### src/rtl/bus_pkg.sv
// Shared types and constants for the single-master bus fabric.
package bus_pkg;

    typedef enum logic [1:0] {
        IDLE   = 2'd0,
        ACCESS = 2'd1,
        RESP   = 2'd2
    } state_e;

    localparam logic [19:0] MEM_ADDR        = 20'h00000;
    localparam logic [19:0] PERIPH_ADDR     = 20'h01000;
    localparam int          ERR_COUNT_WIDTH = 8;

endpackage

### src/rtl/bus_fabric_if.sv
// Master-side and slave-side bus signals of the fabric.
// The fabric sits on the slave modport; the CPU/peripheral environment uses the master modport.
interface bus_fabric_if #(
    parameter int ADDR_WIDTH = 20,
    parameter int DATA_WIDTH = 16,
    parameter int NUM_SLAVES = 2
) ();
    logic [ADDR_WIDTH-1:0]            m_addr;
    logic [DATA_WIDTH-1:0]            m_wdata;
    logic                             m_read;
    logic                             m_write;
    logic [DATA_WIDTH-1:0]            m_rdata;
    logic                             m_ready;
    logic                             m_error;
    logic [NUM_SLAVES-1:0]            s_sel;
    logic [ADDR_WIDTH-1:0]            s_addr;
    logic [DATA_WIDTH-1:0]            s_wdata;
    logic                             s_read;
    logic                             s_write;
    logic [NUM_SLAVES*DATA_WIDTH-1:0] s_rdata;
    logic [NUM_SLAVES-1:0]            s_ready;

    modport slave (
        input  m_addr, m_wdata, m_read, m_write, s_rdata, s_ready,
        output m_rdata, m_ready, m_error, s_sel, s_addr, s_wdata, s_read, s_write
    );

    modport master (
        output m_addr, m_wdata, m_read, m_write, s_rdata, s_ready,
        input  m_rdata, m_ready, m_error, s_sel, s_addr, s_wdata, s_read, s_write
    );
endinterface

### src/rtl/bus_decoder.sv
// Combinational address decoder: one-hot window select, lowest index wins on overlap.
module bus_decoder #(
    parameter int                                ADDR_WIDTH = 20,
    parameter int                                NUM_SLAVES = 2,
    parameter logic [NUM_SLAVES*ADDR_WIDTH-1:0] SLAVE_BASE = '0,
    parameter logic [NUM_SLAVES*ADDR_WIDTH-1:0] SLAVE_MASK = '0
) (
    input  logic [ADDR_WIDTH-1:0] addr_i,
    output logic [NUM_SLAVES-1:0] sel_o,
    output logic                  hit_o
);

    always_comb begin
        sel_o = '0;
        hit_o = 1'b0;
        for (int i = 0; i < NUM_SLAVES; i++) begin
            if (!hit_o && ((addr_i & SLAVE_MASK[i*ADDR_WIDTH +: ADDR_WIDTH])
                           == SLAVE_BASE[i*ADDR_WIDTH +: ADDR_WIDTH])) begin
                sel_o[i] = 1'b1;
                hit_o    = 1'b1;
            end
        end
    end

endmodule

### src/rtl/bus_fabric.sv
// Single-master, N-slave interconnect: decode, wait-state access with timeout,
// one-cycle response and a saturating error counter.
module bus_fabric
    import bus_pkg::*;
#(
    parameter int                                ADDR_WIDTH = 20,
    parameter int                                DATA_WIDTH = 16,
    parameter int                                NUM_SLAVES = 2,
    parameter logic [NUM_SLAVES*ADDR_WIDTH-1:0] SLAVE_BASE = {PERIPH_ADDR, MEM_ADDR},
    parameter logic [NUM_SLAVES*ADDR_WIDTH-1:0] SLAVE_MASK = {20'hFFFF0, 20'hFFC00},
    parameter int                                TIMEOUT    = 15
) (
    input  logic                       clk,
    input  logic                       reset,
    bus_fabric_if.slave                bus,
    output logic [ERR_COUNT_WIDTH-1:0] err_count
);

    localparam logic [7:0] TMO_LAST = 8'(TIMEOUT - 1);

    state_e                       state_q, state_d;
    logic [ADDR_WIDTH-1:0]        addr_q, addr_d;
    logic [DATA_WIDTH-1:0]        wdata_q, wdata_d;
    logic                         wr_q, wr_d;
    logic [NUM_SLAVES-1:0]        sel_q, sel_d;
    logic [7:0]                   tmo_q, tmo_d;
    logic                         err_q, err_d;
    logic [DATA_WIDTH-1:0]        rdata_q, rdata_d;
    logic [ERR_COUNT_WIDTH-1:0]   err_cnt_q, err_cnt_d;

    logic [NUM_SLAVES-1:0]        dec_sel;
    logic                         dec_hit;
    logic [DATA_WIDTH-1:0]        sel_rdata;
    logic                         slave_rdy;

    bus_decoder #(
        .ADDR_WIDTH (ADDR_WIDTH),
        .NUM_SLAVES (NUM_SLAVES),
        .SLAVE_BASE (SLAVE_BASE),
        .SLAVE_MASK (SLAVE_MASK)
    ) u_dec (
        .addr_i (bus.m_addr),
        .sel_o  (dec_sel),
        .hit_o  (dec_hit)
    );

    // Only the latched slot's ready/data are observed; other slots are don't-care.
    always_comb begin
        sel_rdata = '0;
        for (int i = 0; i < NUM_SLAVES; i++) begin
            if (sel_q[i]) sel_rdata = bus.s_rdata[i*DATA_WIDTH +: DATA_WIDTH];
        end
    end
    assign slave_rdy = |(bus.s_ready & sel_q);

    always_ff @(posedge clk or negedge reset) begin
        if (!reset) begin
            state_q   <= IDLE;
            addr_q    <= '0;
            wdata_q   <= '0;
            wr_q      <= 1'b0;
            sel_q     <= '0;
            tmo_q     <= '0;
            err_q     <= 1'b0;
            rdata_q   <= '0;
            err_cnt_q <= '0;
        end else begin
            state_q   <= state_d;
            addr_q    <= addr_d;
            wdata_q   <= wdata_d;
            wr_q      <= wr_d;
            sel_q     <= sel_d;
            tmo_q     <= tmo_d;
            err_q     <= err_d;
            rdata_q   <= rdata_d;
            err_cnt_q <= err_cnt_d;
        end
    end

    always_comb begin
        state_d   = state_q;
        addr_d    = addr_q;
        wdata_d   = wdata_q;
        wr_d      = wr_q;
        sel_d     = sel_q;
        tmo_d     = tmo_q;
        err_d     = err_q;
        rdata_d   = rdata_q;
        err_cnt_d = err_cnt_q;
        unique case (state_q)
            IDLE: begin
                err_d = 1'b0;
                if (bus.m_read ^ bus.m_write) begin
                    addr_d  = bus.m_addr;
                    wdata_d = bus.m_wdata;
                    wr_d    = bus.m_write;
                    sel_d   = dec_sel;
                    tmo_d   = '0;
                    if (dec_hit) begin
                        state_d = ACCESS;
                    end else begin
                        state_d = RESP;
                        err_d   = 1'b1;
                        rdata_d = '0;
                    end
                end else if (bus.m_read & bus.m_write) begin
                    state_d = RESP;
                    err_d   = 1'b1;
                    rdata_d = '0;
                end
            end
            ACCESS: begin
                if (slave_rdy) begin
                    state_d = RESP;
                    err_d   = 1'b0;
                    rdata_d = wr_q ? '0 : sel_rdata;
                end else if (tmo_q == TMO_LAST) begin
                    state_d = RESP;
                    err_d   = 1'b1;
                    rdata_d = '0;
                end else begin
                    tmo_d = tmo_q + 8'd1;
                end
            end
            RESP: begin
                state_d = IDLE;
                if (err_q && err_cnt_q != '1) err_cnt_d = err_cnt_q + 1'b1;
            end
            default: state_d = IDLE;
        endcase
    end

    always_comb begin
        bus.m_ready   = (state_q == RESP);
        bus.m_error   = (state_q == RESP) && err_q;
        bus.m_rdata   = rdata_q;
        bus.s_sel     = (state_q == ACCESS) ? sel_q : '0;
        bus.s_read    = (state_q == ACCESS) && !wr_q;
        bus.s_write   = (state_q == ACCESS) && wr_q;
        bus.s_addr    = addr_q;
        bus.s_wdata   = wdata_q;
        err_count     = err_cnt_q;
    end

endmodule

### src/flat_wrapper.sv
// flat-port wrapper written by rule: the top's interface ports become plain ports
module bus_fabric_flat import bus_pkg::*;
#(
    parameter int                                ADDR_WIDTH = 20,
    parameter int                                DATA_WIDTH = 16,
    parameter int                                NUM_SLAVES = 2,
    parameter logic [NUM_SLAVES*ADDR_WIDTH-1:0] SLAVE_BASE = {PERIPH_ADDR, MEM_ADDR},
    parameter logic [NUM_SLAVES*ADDR_WIDTH-1:0] SLAVE_MASK = {20'hFFFF0, 20'hFFC00},
    parameter int                                TIMEOUT    = 15
)
  (clk, reset, err_count, bus_m_addr, bus_m_wdata, bus_m_read, bus_m_write, bus_s_rdata, bus_s_ready, bus_m_rdata, bus_m_ready, bus_m_error, bus_s_sel, bus_s_addr, bus_s_wdata, bus_s_read, bus_s_write);
  bus_fabric_if #(.ADDR_WIDTH(ADDR_WIDTH), .DATA_WIDTH(DATA_WIDTH), .NUM_SLAVES(NUM_SLAVES)) bus_i ();
  input  logic clk;
  input  logic reset;
  output logic [ERR_COUNT_WIDTH-1:0] err_count;
  input wire logic [$bits(bus_i.m_addr)-1:0] bus_m_addr;
  input wire logic [$bits(bus_i.m_wdata)-1:0] bus_m_wdata;
  input wire logic [$bits(bus_i.m_read)-1:0] bus_m_read;
  input wire logic [$bits(bus_i.m_write)-1:0] bus_m_write;
  input wire logic [$bits(bus_i.s_rdata)-1:0] bus_s_rdata;
  input wire logic [$bits(bus_i.s_ready)-1:0] bus_s_ready;
  output wire logic [$bits(bus_i.m_rdata)-1:0] bus_m_rdata;
  output wire logic [$bits(bus_i.m_ready)-1:0] bus_m_ready;
  output wire logic [$bits(bus_i.m_error)-1:0] bus_m_error;
  output wire logic [$bits(bus_i.s_sel)-1:0] bus_s_sel;
  output wire logic [$bits(bus_i.s_addr)-1:0] bus_s_addr;
  output wire logic [$bits(bus_i.s_wdata)-1:0] bus_s_wdata;
  output wire logic [$bits(bus_i.s_read)-1:0] bus_s_read;
  output wire logic [$bits(bus_i.s_write)-1:0] bus_s_write;
  assign bus_i.m_addr = bus_m_addr;
  assign bus_i.m_wdata = bus_m_wdata;
  assign bus_i.m_read = bus_m_read;
  assign bus_i.m_write = bus_m_write;
  assign bus_i.s_rdata = bus_s_rdata;
  assign bus_i.s_ready = bus_s_ready;
  assign bus_m_rdata = bus_i.m_rdata;
  assign bus_m_ready = bus_i.m_ready;
  assign bus_m_error = bus_i.m_error;
  assign bus_s_sel = bus_i.s_sel;
  assign bus_s_addr = bus_i.s_addr;
  assign bus_s_wdata = bus_i.s_wdata;
  assign bus_s_read = bus_i.s_read;
  assign bus_s_write = bus_i.s_write;
  bus_fabric #(.ADDR_WIDTH(ADDR_WIDTH), .DATA_WIDTH(DATA_WIDTH), .NUM_SLAVES(NUM_SLAVES), .SLAVE_BASE(SLAVE_BASE), .SLAVE_MASK(SLAVE_MASK), .TIMEOUT(TIMEOUT)) u_core (.clk(clk), .reset(reset), .bus(bus_i), .err_count(err_count));
endmodule
### config.mk
export PLATFORM = sky130hd
export DESIGN_NAME = bus_fabric_flat
export DESIGN_NICKNAME = d
export VERILOG_FILES = /design/src/rtl/bus_pkg.sv /design/src/rtl/bus_fabric_if.sv /design/src/rtl/bus_decoder.sv /design/src/rtl/bus_fabric.sv /design/src/flat_wrapper.sv
export SDC_FILE = /design/constraint.sdc
export NUM_CORES = 1
export LEC_CHECK = 0
export ABC_AREA = 1
export BUFFER_PORTS_ARGS = -buffer_cell sky130_fd_sc_hd__buf_2
export CAP_MARGIN = 40
export CORE_MARGIN = 2
export CORE_UTILIZATION = 54
export CTS_BUF_LIST = sky130_fd_sc_hd__clkbuf_8
export DETAILED_ROUTE_END_ITERATION = 6
export GPL_TIMING_DRIVEN = 0
export HOLD_SLACK_MARGIN = 0.12
export PLACE_DENSITY = 0.93
export SYNTH_ARGS = -nofsm -noshare
export SYNTH_HDL_FRONTEND = slang
export SYNTH_SLANG_ARGS = --single-unit
### constraint.sdc
create_clock -name clk -period 3.5 [get_ports clk]
set_clock_uncertainty 0.2 [all_clocks]
set_input_delay 0.525 -clock clk [delete_from_list [all_inputs] [get_ports clk]]
set_output_delay 0.525 -clock clk [all_outputs]
set_load 0.02 [all_outputs]
==> impl_results.md, run 1 <==
* Critical path's slowest cell: dfrtp_1
* Crit-path max FO at 10
* #FFs+latches synth at 74
* Setup TNS at 0 ns
* Netlist cell types at 33
* Worst Hold Class: input port to flip-flop
* Slew @ Worst Pin at 0.441 ns
* Worst Hold Launch: bus_m_wdata[1]
* Largest net degree at the start of global routing at 70
* Reg-to-reg slack, setup at 1.56 ns
* Worst r2r src: u_core.tmo_q[0]
* Avg Cell Area, Syn at 7.76 µm²
* Combinational share of power at 0.409
* Clk slew on worst S/H paths at 0.09 ns
* Initial DRC count at 160
* WL final at 8.49 mm
* Synth-to-layout area growth at 29.0%
* Crit path largest cell delay at 0.33 ns
* Pre-CTS setup slack at 1.20 ns
* Max-slew headroom at 0.706
* Avg WL per Cell at 12.4 µm
* Number of buffers created by CTS at 9
* Clock sinks at 74
* DR DRC count at 0
* Final WS setup at 1.04 ns
* First-pass GRT wire length at 14.6 mm
* Max-slew violations at 0
* Vias in the first global route at 3232
* Syn. warnings at 0
* Die area at 0.00711 mm²
* Die Ht at 84.3 µm
* Crit-path cells: buf_4 > clkinv_1 > clkbuf_1 > nor2_1 > buf_2
* MaxCap Viol Count at 0
* Sw Ratio at 0.424
* Global-route usage over all layers at 0.252
* Psw at 1.33 mW
* Layout cells sized above 1 at 0.285
* CP required at 2.77 ns
* Die X at 84.3 µm
* Vias per cell at 4.98
* Cell Count, Final, Fillers Out at 683
* Status: completed
* Max VDD drop at 0.519 mV
* Int Power at 1.82 mW
* # diodes at 0
* Initial Util at 0.555
* Part of the power in registers at 0.404
* Period utilisation layout at 0.703
* Critical Path Sink Type: primary output
* Clock insertion delay at the later pin of the skew report at 0.33 ns
* Setup Viol. Count Final at 0
* Post-route ant nets at 0
* Syn nets at 527
* CP Launch Type: flip-flop
* DR pass1 iterations at 4
* Critical Path AT at 1.73 ns
* Initial antenna violation count at 0
* Core ar. at 0.00628 mm²
* Sequential area share after synthesis at 0.531
* Layout Utilization at 0.716
* Final hold violation count at 0
* Total congestion overflow at 0
* Cell area power density at 701 mW/mm²
* Clock Path Buffers at 2
* Critical path origin: u_core.sel_q[1]
* FILL cells at 474
* Hold_buf cts at 1
* RSZ-0062 raised after global routing: no
* Mapped Area at 0.00348 mm²
* Post-Syn Instances at 449
* Clock share of power at 0.187
* Final #Nets at 679
* Dpl hpwl at 6.36 mm
* Lkg Pwr at 2.67 nW
* I/O pins at 140
* CTS H-tree lvls at 3
* CTS tree: done
* Setup Buffers After CTS at 0
* Tmin final at 2.46 ns
* Post-layout power at 3.15 mW
* Row count at 29
* # resized after CTS at 0
* Dpl cells at 666
* Clock Tree Root: clkbuf_8
* Vias post-DR at 3404
* F_max at 0.407 GHz
* Routability congestion estimate at 0.852
* Buffers on Ports at 139
* Critical path type: flip-flop to primary output
-- final timing paths --
path	to	depth (start not counted)
worst max-delay path	bus_s_sel[1]	5
worst max register to register	u_core.bus.m_rdata[12]	10
max in group asynchronous	u_core.bus.s_addr[16]	3
min in group asynchronous	u_core.bus.m_rdata[0]	2
worst min register to register	u_core.bus.m_rdata[4]	2
worst min-delay path	u_core.bus.s_wdata[1]	3
-- logic make-up (layout without fill, tap and decap cells) --
logic type / after synthesis / count (layout) / share of synthesized area
compound gates: 19 / 19 / 0.0334
xor+xnor: 7 / 7 / 0.0176
flops: 74 / 74 / 0.531
buf+inv: 39 / 196 / 0.0495
fa+ha+maj: 4 / 4 / 0.0144
simple gates: 306 / 306 / 0.354
-- flip-flops by register name, summed over array words and instances, names as in the netlist --
| name | flops |
|---|---|
| u_core.bus.m_rdata | 16 |
| u_core.bus.s_addr | 20 |
| u_core.bus.s_wdata | 16 |
| u_core.err_count | 8 |
| u_core.err_q | 1 |
| u_core.sel_q | 2 |
| u_core.state_q | 2 |
| u_core.tmo_q | 8 |
| u_core.wr_q | 1 |
-- power by group through the flow --
stage	combinational [mW]	clock (mW)	sequential (mW)
floorplan	0.559	0	1.55
CTS	1.30	0.605	1.27
detailed placement	1.29	0	1.28
global route	1.43	0.638	1.31
finish	1.29	0.588	1.27
global placement	1.25	0	1.27
-- synth_stat cells --
cell      number  area [µm²]
inv_2          2        7.51
inv_1         19        71.3
nand4_1        4        25.0
nand3b_1       2        15.0
clkbuf_1       8        30.0
buf_2          3        15.0
nor2_4         1        11.3
o21bai_1       1        7.51
nor3_1         2        10.0
nand2_1      233         875
o21ai_2        1        8.76
nor2_2         1        6.26
o21ai_1        1        5.00
o21a_1         1        7.51
xor2_1         4        35.0
buf_4          4        30.0
buf_1          1        3.75
and3_1         1        6.26
o22ai_1        1        6.26
nor4_1         1        6.26
dfrtp_1       74        1850
ha_1           4        50.1
nand2_2        3        18.8
clkinv_1       1        3.75
and2_1         1        6.26
nand3_1       26         130
a21oi_1        5        25.0
o21ai_4        1        16.3
buf_6          1        11.3
xnor2_1        3        26.3
nor2_1        30         113
o21ai_0        8        40.0
nand3_2        1        10.0
-- stage by stage --
| step | instance area (µm²) | hold slack (ns) |
|---|---|---|
| 6_report | 4500 | 0.179 |
| 2_1_floorplan | 3480 | 0.0294 |
| 3_3_place_gp | 4280 | 0.249 |
| 4_1_cts | 4500 | 0.167 |
| 5_1_grt | 4500 | 0.183 |
| 3_5_place_dp | 4310 | 0.148 |
-- routing by layer --
layer  GRT usage  share of wire  vias to the layer above
met1       0.320           0.41                     1521
met4      0.0837          0.014                        0
met5           0              0                        -
met3      0.0659           0.11                       11
met2       0.423           0.46                      178
li1            -              -                     1694
-- layout make-up --
| cell class | count | area (µm²) | share of cell area |
|---|---|---|---|
| clock buffers | 10 | 138 | 0.0306 |
| multi-input cells | 336 | 1460 | 0.325 |
| clock inverters | 6 | 41.3 | 0.00918 |
| plain buffers | 17 | 90.1 | 0.0200 |
| well taps | 77 | 96.3 | 0.0214 |
| flip-flops and latches | 74 | 1850 | 0.412 |
| inverters | 22 | 82.6 | 0.0184 |
| repair buffers | 141 | 736 | 0.164 |
-- cells in the final DEF (no fill, tap or decap), types with 2 or more instances in the layout --
master / instances
buf_2: 141
inv_1: 20
a21oi_1: 5
inv_2: 2
clkbuf_1: 8
xnor2_1: 3
o21ai_0: 8
clkbuf_8: 10
nand3b_1: 2
nor3_1: 2
nand2_2: 3
xor2_1: 4
dfrtp_1: 74
nand4_1: 4
nor2_1: 30
nand2_1: 233
clkinvlp_4: 2
buf_4: 5
nand3_1: 26
ha_1: 4
-- worst max-delay path: cells and delay by family, from the launching register on --
kind / cells / cell delay [ns]
buffers and inverters: 4 / 0.88
flip-flops: 1 / 0.33
AND/OR/NAND/NOR: 1 / 0.20
Power figures use the tool's default switching activity.
==> inputs of run 2 (changes only) <==
--- a/config.mk
+++ b/config.mk
@@ -5,16 +5,16 @@
 export SDC_FILE = /design/constraint.sdc
 export NUM_CORES = 1
 export LEC_CHECK = 0
-export ABC_AREA = 1
+export ABC_AREA = 0
 export BUFFER_PORTS_ARGS = -buffer_cell sky130_fd_sc_hd__buf_2
 export CAP_MARGIN = 40
 export CORE_MARGIN = 2
-export CORE_UTILIZATION = 54
+export CORE_UTILIZATION = 49
 export CTS_BUF_LIST = sky130_fd_sc_hd__clkbuf_8
 export DETAILED_ROUTE_END_ITERATION = 6
 export GPL_TIMING_DRIVEN = 0
 export HOLD_SLACK_MARGIN = 0.12
-export PLACE_DENSITY = 0.93
+export PLACE_DENSITY = 0.87
 export SYNTH_ARGS = -nofsm -noshare
 export SYNTH_HDL_FRONTEND = slang
 export SYNTH_SLANG_ARGS = --single-unit
==> constraint.sdc (replaced) <==
create_clock -name clk -period 2.5 [get_ports clk]
set_clock_uncertainty 0.2 [all_clocks]
set_input_delay 0.375 -clock clk [delete_from_list [all_inputs] [get_ports clk]]
set_output_delay 0.375 -clock clk [all_outputs]
set_load 0.02 [all_outputs]
==> run 2 against run 1 <==
Net effect: cell count down 12%; largest power group is now sequential cells; critical path depth increased by 3; largest cell class unchanged; routed wire length increased by 18%; first-iteration DRC count up 23%; highest routed layer is now met5; utilization decreased by 0.61 points.
==> impl_results.md, run 2 <==
* Synth-to-layout area growth at 42.3%
* Worst Hold Class: input port to flip-flop
* Die area at 0.00748 mm² (+5.2%)
* Int Power at 2.26 mW (+25%)
* Largest net degree at the start of global routing at 44 (-37%)
* Critical path's slowest cell: nor4_1
* CTS tree: done
* Row count at 30 (+3.4%)
* Final hold violation count at 0 (unchanged)
* Global-route usage over all layers at 0.271 (+0.0195)
* Mapped Area at 0.00333 mm² (-4.3%)
* Post-route ant nets at 0 (unchanged)
* Share of the synthesized area in the top cell type at 0.556 (+0.0241)
* Clk slew on worst S/H paths at 0.09 ns (about the same)
* Netlist cell types at 39 (+18%)
* CTS H-tree lvls at 3 (unchanged)
* Max reg flops at 20 (unchanged)
* Avg Cell Area, Syn at 10.2 µm² (+32%)
* Max VDD drop at 0.635 mV (+22%)
* Clock Path Buffers at 2 (unchanged)
* Number of buffers created by CTS at 9 (unchanged)
* Synth cell count leaders: nand2_1 (122), dfrtp_1 (74), a22oi_1 (16)
* F_max at 0.414 GHz
* Sw Ratio at 0.372 (-0.0513)
* I/O pins at 140 (unchanged)
* Critical path type: input port to flip-flop
* Synth Flop Type: dfrtp_1
* Status: completed
* Cell area power density at 759 mW/mm² (+8.4%)
* # resized after CTS at 0 (unchanged)
* CP required at 2.57 ns (-0.20 ns)
* CP Launch Type: input port
* Core ar. at 0.00668 mm² (+6.4%)
* RSZ-0062 raised after global routing: no
* CP delay by family, top: simple AND/OR/NAND/NOR gates
* Clock insertion delay at the later pin of the skew report at 0.36 ns (+0.03 ns)
* WL final at 10.0 mm (+18%)
* Final #Nets at 593 (-13%)
* Tmin final at 2.41 ns
* Die X at 86.5 µm (+2.5%)
* Clock Tree Root: clkbuf_8
* Syn. warnings at 0 (unchanged)
* Clock share of power at 0.273 (+0.086)
* Buffers on Ports at 139 (unchanged)
* Crit path largest cell delay at 0.65 ns (+0.32 ns)
* Critical Path Sink Type: flip-flop
* Avg WL per Cell at 16.7 µm (+34%)
* Commonest non-fill, non-tap cells in the layout: buf_2 (142), nand2_1 (122), dfrtp_1 (74)
* Setup Buffers After CTS at 0 (unchanged)
* MaxCap Viol Count at 0 (unchanged)
* Sequential area share after synthesis at 0.556 (+0.0241)
* Vias in the first global route at 3293 (+1.9%)
* Number of enable flip-flop cells after synthesis at 0 (unchanged)
* # diodes at 0 (unchanged)
* Crit-path max FO at 10 (unchanged)
* Most frequent cell after synthesis: nand2_1
* Clock sinks at 74 (unchanged)
* Part of the power in registers at 0.435 (+0.031)
* Max-slew violations at 0 (unchanged)
* Die Ht at 86.5 µm (+2.5%)
* Initial DRC count at 197 (+23%)
* Cell taking the most area after synthesis: dfrtp_1
* Psw at 1.34 mW (+0.55%)
* Top cells by area, synth: dfrtp_1 (56%), nand2_1 (14%), o2bb2ai_2 (4.1%)
* DR DRC count at 0 (unchanged)
* Commonest non-fill, non-tap cell in the layout: buf_2
* DR pass1 iterations at 4 (unchanged)
* Lkg Pwr at 2.47 nW (-7.2%)
* Routability congestion estimate at 0.760 (-11%)
* #FFs+latches synth at 74 (unchanged)
* Post-Syn Instances at 326 (-27%)
* Dpl hpwl at 6.24 mm (-1.8%)
* Post-layout power at 3.60 mW (+14%)
* CP bufs+invs at 3 (-1)
* Vias post-DR at 3226 (-5.2%)
* Post-synth ARST share at 1.00 (unchanged)
* Slew @ Worst Pin at 0.726 ns (+0.285 ns)
* Syn nets at 404 (-23%)
* Setup Viol. Count Final at 0 (unchanged)
* Critical Path AT at 2.49 ns (+0.76 ns)
* Initial antenna violation count at 1 (+1)
* Period utilisation layout at 0.966
* Setup TNS at 0 ns (unchanged)
* First-pass GRT wire length at 15.5 mm (+6.1%)
* Combinational share of power at 0.292 (-0.117)
* Max-slew headroom at 0.512 (-0.195)
* Crit-path cells: dlygate4sd3_1 > buf_2 > nor4_1 > nand4bb_4 > nand2b_4 > nand4_4 > buf_12 > o2bb2ai_2
* Initial Util at 0.499 (-0.0562)
* Total congestion overflow at 0 (unchanged)
* Vias per cell at 5.38 (+7.9%)
* Layout cells sized above 1 at 0.346 (+0.0607)
-- run 2: repair_timing --
action                     4_1_cts  5_1_grt
setup endpoints to repair        0        1
hold buffers                    39        0
hold endpoints to repair        70        0
-- run 2: worst register-to-register path, cell delays in order (launching register included) --
cell       delay (ns)
dfrtp_1          0.44
inv_1            0.08
ha_1             0.15
nor3b_1          0.31
nand2_1          0.12
nand3_1          0.17
nand4_4          0.20
buf_12           0.21
o2bb2ai_2        0.11
-- run 2: layer usage --
layer	GRT usage	up-vias	wire, µm
li1	-	1488	-
met1	0.318	1548	3990
met2	0.476	162	5000
met3	0.0648	26	747
met4	0.112	2	253
met5	0	-	11
-- run 2: through the flow --
step	cells	utilization	setup slack, ns	area [µm²]	hold slack [ns]
6_report	600	0.710	0.0857	4740	0.121
5_1_grt	600	0.710	0.0440	4740	0.136
4_1_cts	601	0.711	0.0434	4750	0.123
3_5_place_dp	546	0.621	0.167	4150	0.139
3_3_place_gp	545	0.618	0.182	4130	0.253
2_1_floorplan	326	-	0.431	3330	-0.121
-- run 2: cells by family (layout without fill, tap and decap cells) --
kind of cell             after synthesis  count (layout)  share of synthesized area
buffers and inverters                 19             213                     0.0278
adder cells (fa/ha/maj)                4               4                     0.0150
flip-flops                            74              74                      0.556
multiplexers                           1               1                    0.00338
XOR/XNOR                              12              12                     0.0315
AND/OR/NAND/NOR                      169             169                      0.238
AO/OA/AOI/OAI                         47              47                      0.128
-- run 2: final cells by class --
class,instances,area (µm²)
flip-flops and latches,74,1850
fillers,444,1940
well taps,80,100
clock inverters,7,82.6
clock buffers,9,124
repair buffers,179,1110
multi-input cells,233,1390
inverters,4,15.0
plain buffers,14,73.8
-- run 2: power groups by stage --
stage / clock network [mW] / logic, mW / registers [mW]
global route: 1.04 / 1.13 / 1.59
finish: 0.984 / 1.05 / 1.57
floorplan: 0 / 0.328 / 1.81
global placement: 0 / 0.939 / 1.56
CTS: 0.982 / 1.02 / 1.55
detailed placement: 0 / 0.971 / 1.57
-- run 2: final timing paths --
path / start / to / slack, ns / cells after the start
setup / recovery: bus_m_addr[17] / u_core.bus.m_rdata[14] / 0.09 / 8
hold / removal: bus_s_rdata[13] / u_core.bus.m_rdata[13] / 0.12 / 3
setup reg to reg: u_core.tmo_q[0] / u_core.bus.m_rdata[14] / 0.37 / 8
hold reg to reg: u_core.bus.s_wdata[7] / u_core.bus.s_wdata[7] / 0.28 / 2
max in group asynchronous: reset / u_core.bus.m_rdata[12] / 1.23 / 3
min in group asynchronous: reset / u_core.bus.s_addr[5] / 0.30 / 2
==> inputs of run 3 (changes only) <==
--- a/config.mk
+++ b/config.mk
@@ -14,7 +14,7 @@
 export DETAILED_ROUTE_END_ITERATION = 6
 export GPL_TIMING_DRIVEN = 0
 export HOLD_SLACK_MARGIN = 0.12
-export PLACE_DENSITY = 0.87
+export PLACE_DENSITY = 0.82
 export SYNTH_ARGS = -nofsm -noshare
 export SYNTH_HDL_FRONTEND = slang
 export SYNTH_SLANG_ARGS = --single-unit
==> constraint.sdc (replaced) <==
create_clock -name clk -period 2.5 [get_ports clk]
set_clock_uncertainty 0.2 [all_clocks]
set_input_delay 0.375 -clock clk [delete_from_list [all_inputs] [get_ports clk]]
set_output_delay 0.375 -clock clk [all_outputs]
set_load 0.1 [all_outputs]
==> run 3 against run 2 <==
Net effect: count of clock-buffer cells in the layout did not move; register-to-register slack got worse by 0.03 ns; maximum frequency rose by 3.2%; design area rose by 0.95%; highest routed layer is now met4; global-route usage fell by 3.0 points; critical path type unchanged; sequential share of layout area fell by 0.37 points; non-clock buffer count did not move; setup slack improved by 0.074 ns.
==> impl_results.md, run 3 (same netlist as run 2, synthesis figures left out) <==
* Layout Utilization at 0.717 (+0.00674)
* Number of buffers created by CTS at 9 (unchanged)
* Commonest non-fill, non-tap cell in the layout: buf_2
* MaxCap Viol Count at 0 (unchanged)
* Worst Hold Launch: bus_s_rdata[0]
* Final #Nets at 593 (unchanged)
* Crit-path cells: dlygate4sd3_1 > buf_2 > or4_4 > nand4bb_4 > nand2b_4 > nand4_4 > buf_12 > o2bb2ai_2
* Vias per cell at 5.17 (-3.8%)
* I/O pins at 140 (unchanged)
* Critical path's slowest cell: dlygate4sd3_1
* Global-route usage over all layers at 0.241 (-0.0298)
* Crit-path max FO at 10 (unchanged)
* FILL cells at 456 (+2.7%)
* Worst Hold Class: input port to flip-flop
* Slew @ Worst Pin at 0.502 ns (-0.224 ns)
* Tmin final at 2.34 ns (-0.0739 ns)
* First-pass GRT wire length at 14.1 mm (-9.1%)
* Lkg Pwr at 2.48 nW (+0.31%)
* Combinational share of power at 0.481 (+0.189)
* Clk slew on worst S/H paths at 0.08 ns (about the same)
* Setup Viol. Count Final at 0 (unchanged)
* Dpl hpwl at 5.96 mm (-4.5%)
* Critical Path Sink Type: flip-flop
* Max VDD drop at 0.879 mV (+38%)
* Die area at 0.00748 mm² (unchanged)
* Total congestion overflow at 0 (unchanged)
* DR DRC count at 0 (unchanged)
* Max reg flops at 20 (unchanged)
* Layout cells sized above 1 at 0.358 (+0.0115)
* Clock Tree Root: clkbuf_8
* Crit path largest cell delay at 0.53 ns (-0.12 ns)
* Critical Path AT at 2.41 ns (-0.08 ns)
* Initial Util at 0.499 (unchanged)
* Clock insertion delay at the later pin of the skew report at 0.35 ns (about the same)
* CTS H-tree lvls at 3 (unchanged)
* DR pass1 iterations at 4 (unchanged)
* Initial antenna violation count at 0 (-1)
* Buffers on Ports at 139 (unchanged)
* Clock sinks at 74 (unchanged)
* Period utilisation layout at 0.936 (-0.0296)
* Hold Slack at 0.133 ns (+0.0114 ns)
* Routability congestion estimate at 0.812 (+6.8%)
* CP Launch Type: input port
* Core ar. at 0.00668 mm² (unchanged)
* # diodes at 0 (unchanged)
* Cell area power density at 1010 mW/mm² (+33%)
* Sw Ratio at 0.532 (+0.160)
* Commonest non-fill, non-tap cells in the layout: buf_2 (139), nand2_1 (121), dfrtp_1 (74)
* Initial DRC count at 106 (-46%)
* Largest net degree at the start of global routing at 47 (+6.8%)
* Clock share of power at 0.196 (-0.077)
* Clock Path Buffers at 2 (unchanged)
* Post-route ant nets at 0 (unchanged)
* Max-slew headroom at 0.662 (+0.151)
* Vias post-DR at 3102 (-3.8%)
* Critical path origin: bus_m_addr[10]
* Die Ht at 86.5 µm (unchanged)
* Max-slew violations at 0 (unchanged)
* F_max at 0.427 GHz (+3.2%)
* CP required at 2.57 ns (about the same)
* Psw at 2.57 mW (+91%)
* WL final at 8.82 mm (-12%)
* Status: completed
* Part of the power in registers at 0.323 (-0.112)
* Vias in the first global route at 3039 (-7.7%)
* Critical path type: input port to flip-flop
* Int Power at 2.26 mW (about the same)
* CTS tree: done
* Die X at 86.5 µm (unchanged)
* RSZ-0062 raised after global routing: no
* Final hold violation count at 0 (unchanged)
* Worst r2r src: u_core.tmo_q[0]
* Synth-to-layout area growth at 43.7%
* Avg WL per Cell at 14.7 µm (-12%)
* Row count at 30 (unchanged)
[run 3: cell count changes in the layout (fill, tap and decap cells not counted), sizes merged]
cell,change
inv,-3
clkinvlp,-1
clkinv,+4
[run 3: power by group through the flow]
stage / Clock, mW / Combinational, mW / Sequential [mW]
3_5_place_dp: 0 / 2.27 / 1.57
3_3_place_gp: 0 / 2.23 / 1.57
5_1_grt: 1.02 / 2.42 / 1.59
6_report: 0.945 / 2.32 / 1.56
2_1_floorplan: 0 / 0.381 / 3.03
4_1_cts: 0.964 / 2.31 / 1.55
[run 3: final cells by class]
| type | count | area, µm² | area share |
|---|---|---|---|
| Sequential cell | 74 | 1850 | 0.387 |
| Timing Repair Buffer | 179 | 1120 | 0.234 |
| Buffer | 14 | 82.6 | 0.0172 |
| Clock inverter | 7 | 77.6 | 0.0162 |
| Multi-Input combinational cell | 233 | 1420 | 0.296 |
| Clock buffer | 9 | 124 | 0.0259 |
| Tap cell | 80 | 100 | 0.0209 |
| Inverter | 4 | 18.8 | 0.00392 |
[run 3: critical path: cells and delay by family]
family | cells | cell delay, ns
AO/OA/AOI/OAI | 1 | 0.10
buffers and inverters | 3 | 0.82
AND/OR/NAND/NOR | 4 | 1.10
[run 3: timing repair]
item,4_1_cts,5_1_grt
hold endpoints to repair,107,0
endpoints found under the setup margin,1,3
cloned,0,0
buffers inserted,0,0
gates resized for setup,1,1
hold buffers,39,0
[run 3: through the flow]
step	power [mW]	cells	setup slack (ns)	TNS [ns]	cell area, µm²
finish	4.83	600	0.160	0	4790
global route	5.03	600	0.113	0	4790
CTS	4.83	601	0.0560	0	4790
detailed placement	3.84	546	0.142	0	4190
global placement	3.80	545	0.180	0	4160
floorplan	3.41	326	-0.0315	-0.0570	3370
[run 3: worst paths after layout]
kind,to,slack [ns],cells past startpoint
hold / removal,u_core.bus.m_rdata[0],0.13,3
setup reg to reg,u_core.bus.m_rdata[11],0.34,8
hold reg to reg,u_core.bus.s_wdata[4],0.28,2
max in group asynchronous,u_core.bus.s_addr[5],1.26,3
setup / recovery,u_core.bus.m_rdata[11],0.16,8
min in group asynchronous,u_core.err_count[5],0.29,2
[run 3: per-layer routing]
metal  part of all wire  wire (µm)  GRT usage
met4              0.027        238      0.116
met2               0.47       4150      0.385
met1               0.42       3740      0.312
met3              0.079        697     0.0562
met5                  0          0          0
